<file path="src/rtl/temp_request_gen.sv">
// Heat/cool request generator: hysteresis classification, consecutive-sample
// confirmation and minimum dwell ahead of the heating/cooling controller.
module temp_request_gen #(
    parameter int W         = 10,
    parameter int HYST      = 4,
    parameter int CONFIRM   = 3,
    parameter int MIN_DWELL = 16
) (
    input  logic         clock,
    input  logic         rst,
    input  logic         sample_valid,
    input  logic [W-1:0] target,
    input  logic [W-1:0] ambient,
    output logic         A,
    output logic         B
);

    localparam int CW = $clog2(CONFIRM + 1);
    localparam int DW = (MIN_DWELL > 0) ? $clog2(MIN_DWELL + 1) : 1;

    localparam logic [CW-1:0]       CONFIRM_V = CW'(CONFIRM);
    localparam logic [DW-1:0]       DWELL_V   = DW'(MIN_DWELL);
    localparam logic signed [W:0]   HYST_P    = (W+1)'(HYST);
    localparam logic signed [W:0]   HYST_N    = -HYST_P;

    typedef enum logic [1:0] {
        IDLE = 2'd0,
        HEAT = 2'd1,
        COOL = 2'd2
    } state_t;

    typedef enum logic [1:0] {
        CLS_NONE = 2'd0,
        CLS_COLD = 2'd1,
        CLS_HOT  = 2'd2,
        CLS_EXIT = 2'd3
    } cls_t;

    typedef enum logic {
        DIR_COLD = 1'b0,
        DIR_HOT  = 1'b1
    } dir_t;

    state_t         state_q, state_d;
    dir_t           dir_q, dir_d;
    logic [CW-1:0]  cnt_q, cnt_d;
    logic [DW-1:0]  dwell_q, dwell_d;
    logic           a_q, a_d;
    logic           b_q, b_d;

    logic signed [W:0] diff;
    cls_t              cls;
    dir_t              sample_dir;
    logic              fire;
    logic [CW-1:0]     cnt_inc;

    assign diff       = $signed({1'b0, ambient}) - $signed({1'b0, target});
    assign sample_dir = (cls == CLS_HOT) ? DIR_HOT : DIR_COLD;
    assign fire       = (cnt_q == CONFIRM_V) && (dwell_q == '0);
    assign cnt_inc    = (cnt_q == CONFIRM_V) ? cnt_q : cnt_q + CW'(1);

    // Classification thresholds depend on which state we are trying to leave.
    always_comb begin
        cls = CLS_NONE;
        case (state_q)
            IDLE: begin
                if (diff < HYST_N) begin
                    cls = CLS_COLD;
                end else if (diff > HYST_P) begin
                    cls = CLS_HOT;
                end
            end
            HEAT: begin
                if (!diff[W]) begin
                    cls = CLS_EXIT;
                end
            end
            COOL: begin
                if (diff[W] || (diff == '0)) begin
                    cls = CLS_EXIT;
                end
            end
            default: cls = CLS_NONE;
        endcase
    end

    always_comb begin
        state_d = state_q;
        dir_d   = dir_q;
        cnt_d   = cnt_q;
        dwell_d = dwell_q;

        case (state_q)
            IDLE: begin
                if (fire) begin
                    state_d = (dir_q == DIR_HOT) ? COOL : HEAT;
                end
            end
            HEAT, COOL: begin
                if (fire) begin
                    state_d = IDLE;
                end
            end
            default: state_d = IDLE;
        endcase

        // A sample arriving on the edge that changes state is dropped.
        if (state_d != state_q) begin
            cnt_d   = '0;
            dwell_d = DWELL_V;
        end else begin
            if (dwell_q != '0) begin
                dwell_d = dwell_q - DW'(1);
            end
            if (sample_valid) begin
                case (cls)
                    CLS_COLD, CLS_HOT: begin
                        if (sample_dir == dir_q) begin
                            cnt_d = cnt_inc;
                        end else begin
                            cnt_d = CW'(1);
                            dir_d = sample_dir;
                        end
                    end
                    CLS_EXIT: cnt_d = cnt_inc;
                    default:  cnt_d = '0;
                endcase
            end
        end

        a_d = (state_d == HEAT);
        b_d = (state_d == COOL);
    end

    always_ff @(posedge clock or negedge rst) begin
        if (!rst) begin
            state_q <= IDLE;
            dir_q   <= DIR_COLD;
            cnt_q   <= '0;
            dwell_q <= '0;
            a_q     <= 1'b0;
            b_q     <= 1'b0;
        end else begin
            state_q <= state_d;
            dir_q   <= dir_d;
            cnt_q   <= cnt_d;
            dwell_q <= dwell_d;
            a_q     <= a_d;
            b_q     <= b_d;
        end
    end

    assign A = a_q;
    assign B = b_q;

endmodule

</file>
<file path="config.mk">
export PLATFORM = sky130hd
export DESIGN_NAME = temp_request_gen
export DESIGN_NICKNAME = d
export VERILOG_FILES = /design/src/rtl/temp_request_gen.sv
export SDC_FILE = /design/constraint.sdc
export NUM_CORES = 1
export LEC_CHECK = 0
export ABC_AREA = 1
export CORE_UTILIZATION = 55
export CTS_CLUSTER_DIAMETER = 80
export DETAILED_ROUTE_END_ITERATION = 10
export GPL_ROUTABILITY_DRIVEN = 0
export PLACE_DENSITY = 0.83
export SYNTH_ARGS = -nofsm -noshare
export SYNTH_HDL_FRONTEND = slang
export SYNTH_SLANG_ARGS = --single-unit
</file>
<file path="constraint.sdc">
create_clock -name clock -period 3.6 [get_ports clock]
set_input_delay 0.54 -clock clock [delete_from_list [all_inputs] [get_ports clock]]
set_output_delay 0.54 -clock clock [all_outputs]
set_load 0.01 [all_outputs]
</file>
# --- After elaboration in Yosys (flattened, before gate mapping) ---
# Index checks and enable logic that the tools add are counted.
# Widths: inputs -> output; s select.
classes:
  add_sub_neg: 3
  n_mul: 0
  n_div: 0
  n_lt_le_gt_ge: 2
  eq_ne: 10
  shifts: 0
  n_mux: 17
  bitwise_logic: 2
  reduce_logical: 11
op_table:
  columns: ["op", "count"]
  rows:
  - ["$mux 2", 11]
  - ["$gt 11x4->1 const B", 1]
  - ["$logic_not 11->1", 1]
  - ["$lt 11x3->1 const B", 1]
  - ["$sub 10x10->11", 1]
  - ["$eq 2x2->1 const B", 5]
  - ["$mux 5", 2]
  - ["$pmux 2 s2", 2]
  - ["$eq 2x1->1 const B", 3]
  - ["$pmux 2 s3", 1]
  - ["$logic_not 5->1", 1]
  - ["$reduce_bool 5->1", 1]
  - ["$sub 5x1->5 const B", 1]
  - ["$reduce_and 4->1", 1]
  - ["$reduce_bool 2->1", 2]
  - ["$reduce_or 2->1", 2]
  - ["$add 2x1->2 const B", 1]
  - ["$logic_not 2->1", 1]
  - ["$ne 2x2->1", 1]
  - ["$not 1->1", 2]
  - ["$eq 1x1->1", 1]
  - ["$logic_and 1x1->1", 1]
  - ["$logic_or 1x1->1", 1]
  - ["$mux 1", 1]
word_totals:
  reg_bits: 12
  latch_bits: 0
  ram_bits: 0
  mem_bits_ro: 0
  in_bits: 23
  output_inout_bits: 2
  word_cells: 51
  n_memories: 0

# --- Logic depth before layout (Yosys ltp) ---
# Gate-level depths: netlist of the first run.
logic_depth:
  depth_word: 12
  ltp_mapped: 24
  depth_no_buf: 24

# --- Least setup slack after synthesis of the first run ---
# No wires, ideal clock.
synth_path:
  path_kind: "input port to flip-flop"
  from: "in ambient[0]"
  to: "reg cnt_q[0]"
  setup_ps: 71
  arrival_ps: 2764
  t_required_ps: 3529
  setup_slack_ps: 765
  stages: 23
  cell_sequence: "inv_1 > ha_1 > inv_1 > fa_1 > nand3_1 > nand2_1 > nand2_1 > nand2_1 > nand2_1 > nand2_1 > nor2_1 > nand3_1 > nand3_1 > nand3_1 > nand2_1 > inv_1 > ha_1 > xnor2_1 > o211ai_1 > nand2_1 > nand2_1 > o21ai_0 > nor2_1"
synth_between:
  elab_chain_len: 12
  word_cells_on_any_way: 20
  classes_between: "add/sub (1); order compare (2); eq/ne (4); mux (10); reduce/logical (3)"
synth_lines:
  columns: ["element", "line", "source"]
  rows:
  - ["from (decl)", "13", "input logic [W-1:0] ambient,"]
  - ["$sub 10x10->11 *", "57", "assign diff = $signed({1'b0, ambient}) - $signed({1'b0, target});"]
  - ["$gt 11x4->1 / $logic_not 11->1 (equally long branches)", "69, 79", null]
  - ["$mux 2 / $logic_or 1x1->1 (equally long branches)", "69, 79", null]
  - ["$mux 2 (on tied branches)", "67, 79", null]
  - ["$pmux 2 s3 *", "65", "case (state_q)"]
  - ["$eq 2x2->1 *", "58", "assign sample_dir = (cls == CLS_HOT) ? DIR_HOT : DIR_COLD;"]
  - ["$mux 1 *", "58", null]
  - ["net sample_dir", "53", "dir_t sample_dir;"]
  - ["$eq 1x1->1 *", "118", "if (sample_dir == dir_q) begin"]
  - ["$mux 2 *", "118", null]
  - ["$pmux 2 s2 *", "116", "case (cls)"]
  - ["$mux 2 *", "115", "if (sample_valid) begin"]
  - ["$mux 2 *", "108", "if (state_d != state_q) begin"]
  - ["to (signal assigned)", "146", "cnt_q <= cnt_d;"]
  - ["to (decl)", "46", "logic [CW-1:0] cnt_q, cnt_d;"]
# The timed path passes the listed nets; every way through them passes the cells marked *. The select of a mux whose other input is x is not followed.
# A chain may end at the register's enable or synchronous reset.

# --- Final worst setup path of the first run ---
# Same ends and word-level chain as after synthesis.

==> results of run 1 <==
==> power by group <==
group	switching, uW	total [uW]	internal [uW]
Clock	44.3	106	61.4
Sequential	47.3	251	204
Combinational	398	691	293
==> stage by stage <==
stage | hold slack [ns] | util | total power (uW) | instance area [um2]
after global routing | 0.6030 | 0.7074 | 1169 | 1737
after detailed placement | 0.5433 | 0.6911 | 942.2 | 1697
after floorplan | 0.2444 | - | 779.7 | 1419
after CTS | 0.5555 | 0.7059 | 1053 | 1733
final | 0.5577 | 0.7074 | 1048 | 1737
after global placement | 0.5417 | 0.6911 | 913.9 | 1697
==> cell type report <==
type | instances | area (um2) | share of cell area
clock buffers | 4 | 36.28 | 0.02089
repair buffers | 24 | 240.2 | 0.1383
multi-input cells | 164 | 934.6 | 0.5382
well taps | 30 | 37.54 | 0.02161
flip-flops and latches | 12 | 300.3 | 0.1729
inverters | 50 | 187.7 | 0.1081
==> flip-flops by register name, summed over array words and instances, names as in the netlist <==
name,cells
A,1
B,1
cnt_q,2
dir_q,1
dwell_q,5
state_q,2
==> worst paths after layout <==
path	start	to
setup reg to reg	state_q[1]	cnt_q[0]
setup / recovery	ambient[0]	cnt_q[0]
max in group asynchronous	rst	state_q[1]
min in group asynchronous	rst	dwell_q[3]
hold reg to reg	dwell_q[1]	dwell_q[1]
hold / removal	dwell_q[1]	dwell_q[1]
==> synth_stat cells, types with 2 or more instances <==
cell | count | share of area
nor2_1 | 17 | 0.045
nand2_1 | 70 | 0.19
a21oi_1 | 10 | 0.035
or2_1 | 2 | 0.0088
ha_1 | 18 | 0.16
dfrtp_1 | 12 | 0.21
o21bai_1 | 2 | 0.011
nand4_1 | 3 | 0.013
o21ai_0 | 3 | 0.011
xnor2_1 | 4 | 0.025
nand3_1 | 18 | 0.063
inv_1 | 49 | 0.13
nor3_1 | 5 | 0.018
==> per-layer routing <==
metal	up-vias	routed length [um]
li1	755	-
met3	0	113
met2	29	1231
met1	626	1403
met5	-	0
met4	0	0
==> repair_timing <==
action | 4_1_cts | 5_1_grt
gates resized for setup | 0 | 1
setup endpoints to repair | 0 | 1
hold buffers | 0 | 0
==> cell families (layout without fill, tap and decap cells) <==
| family | Yosys count | count (layout) | synth area share |
|---|---|---|---|
| simple gates | 122 | 122 | 0.3792 |
| buf+inv | 50 | 78 | 0.1323 |
| fa+ha+maj | 19 | 19 | 0.1728 |
| compound gates | 18 | 18 | 0.07319 |
| flops | 12 | 12 | 0.2116 |
| xor+xnor | 5 | 5 | 0.03086 |
==> worst max-delay path: cells and delay by family <==
kind                     cells  cell delay, ns
adder cells (fa/ha/maj)      3            0.63
XOR/XNOR                     1            0.14
buffers and inverters        4            0.67
AO/OA/AOI/OAI                4            0.55
AND/OR/NAND/NOR             11            0.91
==> run_results.csv, run 1 <==
group,metric,value,unit
status,status,"finished, violations left",
status,violations,"DRC",
routing,wl,2748,um
cts,h-tree-depth,1,
placement,place_inst,280,
routing,routedWlPerCell,9.676,um
layout,final_layout_size_suffix_gt1_frac,0.04724,
cts,clockRootBuffer,"clkbuf_4",
setup_path,cp_slowest_cell,"clkdlybuf4s50_1",
setup_path,cp_cell_sequence,"clkdlybuf4s50_1, inv_1, ha_1, inv_1, fa_1, nand3_1, nand2_1, nand2_1, nand2_1, a21oi_1, o21bai_1, nand2_1, nand2_1, nand3_1, nand2_1, inv_1, ha_1, xnor2_1, o211ai_1, nand2_1, nand2_1, o21ai_0, nor2_1",
setup_path,crit_type,"in2reg",
placement,portBuffers,24,
synth,synth_seq_cells,12,
synth,ys_seq_area_frac,0.2116,
sta,slew-limit-headroom,0.6331,
setup_path,cp.arrival,3.46,ns
grt,grt_max_degree,13,
sta,finalMaxSlewViolations,0,
grt,grt_pass1_vias,1184,
sta,fmax,307.2,MHz
cts,postCtsSetupBuffers,0,
grt,grt_busiest_layer,"met2",
setup_path,cp-start-kind,"input pin",
synth,syn_inst,226,
synth,avgSynthCellArea,6.278,um2
grt,antenna_found_initial,0,
floorplanning,die_h,52.79,um
layout,finalNetCount,297,
sta,tns,0,ns
layout,diodes,0,
sta,fin_ws,0.3446,ns
synth,synthFlopType,"dfrtp_1",
cts,path_clk_slew,0.08,ns
cts,cts_sinks,12,
sta,finalHoldViolations,0,
pwr,p_leak,0.0009924,uW
floorplanning,rows,18,
layout,fill_cells,226,
grt,gr-total-overflow,0,
synth,synthesis.nets,268,
layout,layout_commonest_cell,"nand2_1",
cts,clock_latency,0.27,ns
setup_path,end_kind,"register",
layout,syn_to_final_growth,22.40,%
grt,use_met3,0.04638,
setup_path,rr_worst_depth,14,
routing,drt_pass1_iterations,9,
synth,synth.cell_area,1419,um2
layout,layout_common_cells,"nand2_1, inv_1, clkdlybuf4s50_1",
sta,setup_violations,0,
min_path,holdPathStages,2,
floorplanning,io-pin-count,25,
placement,hpwlAfterDp,2338,um
setup_path,max_stage_delay,0.45,ns
floorplanning,initial_core_util,0.5780,
setup_path,required,3.81,ns
placement,dp_slack,0.08101,ns
cts,cts_buffers,3,
sta,min_period,3.255,ns
setup_path,r2r_slack,1.50,ns
pwr,power_density,603.4,nW/um2
grt,grt_first_pass_wirelength,4698,um
synth,async_flop_share,1.000,
cts,cts_tree,"yes",
synth,synth_edf_count,0,
sta,clock_skew,0.007620,ns
min_path,holdCritPathClass,"reg2reg",
synth,ys_warn_count,0,
grt,grtUsageMet2,0.3650,
routing,via_per_inst,4.965,
floorplanning,core_area,2455,um2
grt,grtUsageMet1,0.3038,
routing,vias,1410,
synth,synth_cell_type_count,26,
run,drv_cap,0,
floorplanning,dieArea,2787,um2
floorplanning,die_width,52.79,um
routing,drtAntennaViolNets,0,
sta,rsz0062_at_grt,"no",
layout,fin_cells,284,
sta,worstMarginPinSlew,0.5487,ns
setup_path,cpMostUsedCell,"nand2_1",
pwr,vdd_ir_drop_max,0.7815,mV
sta,post-route-period-util,0.9043,
cts,cts_buffer_depth,2,
setup_path,path_max_fanout,4,
routing,drt_iter0_drc,23,
grt,grt_use_total,0.2234,
routing,drc,1,
(Power assumes the default switching activity.)
==> inputs of run 2 (changes only) <==
Settings changed: CAP_MARGIN set to 40.
==> results of run 2 <==
Final layout, timing and power as in run 1 (identical DEF).
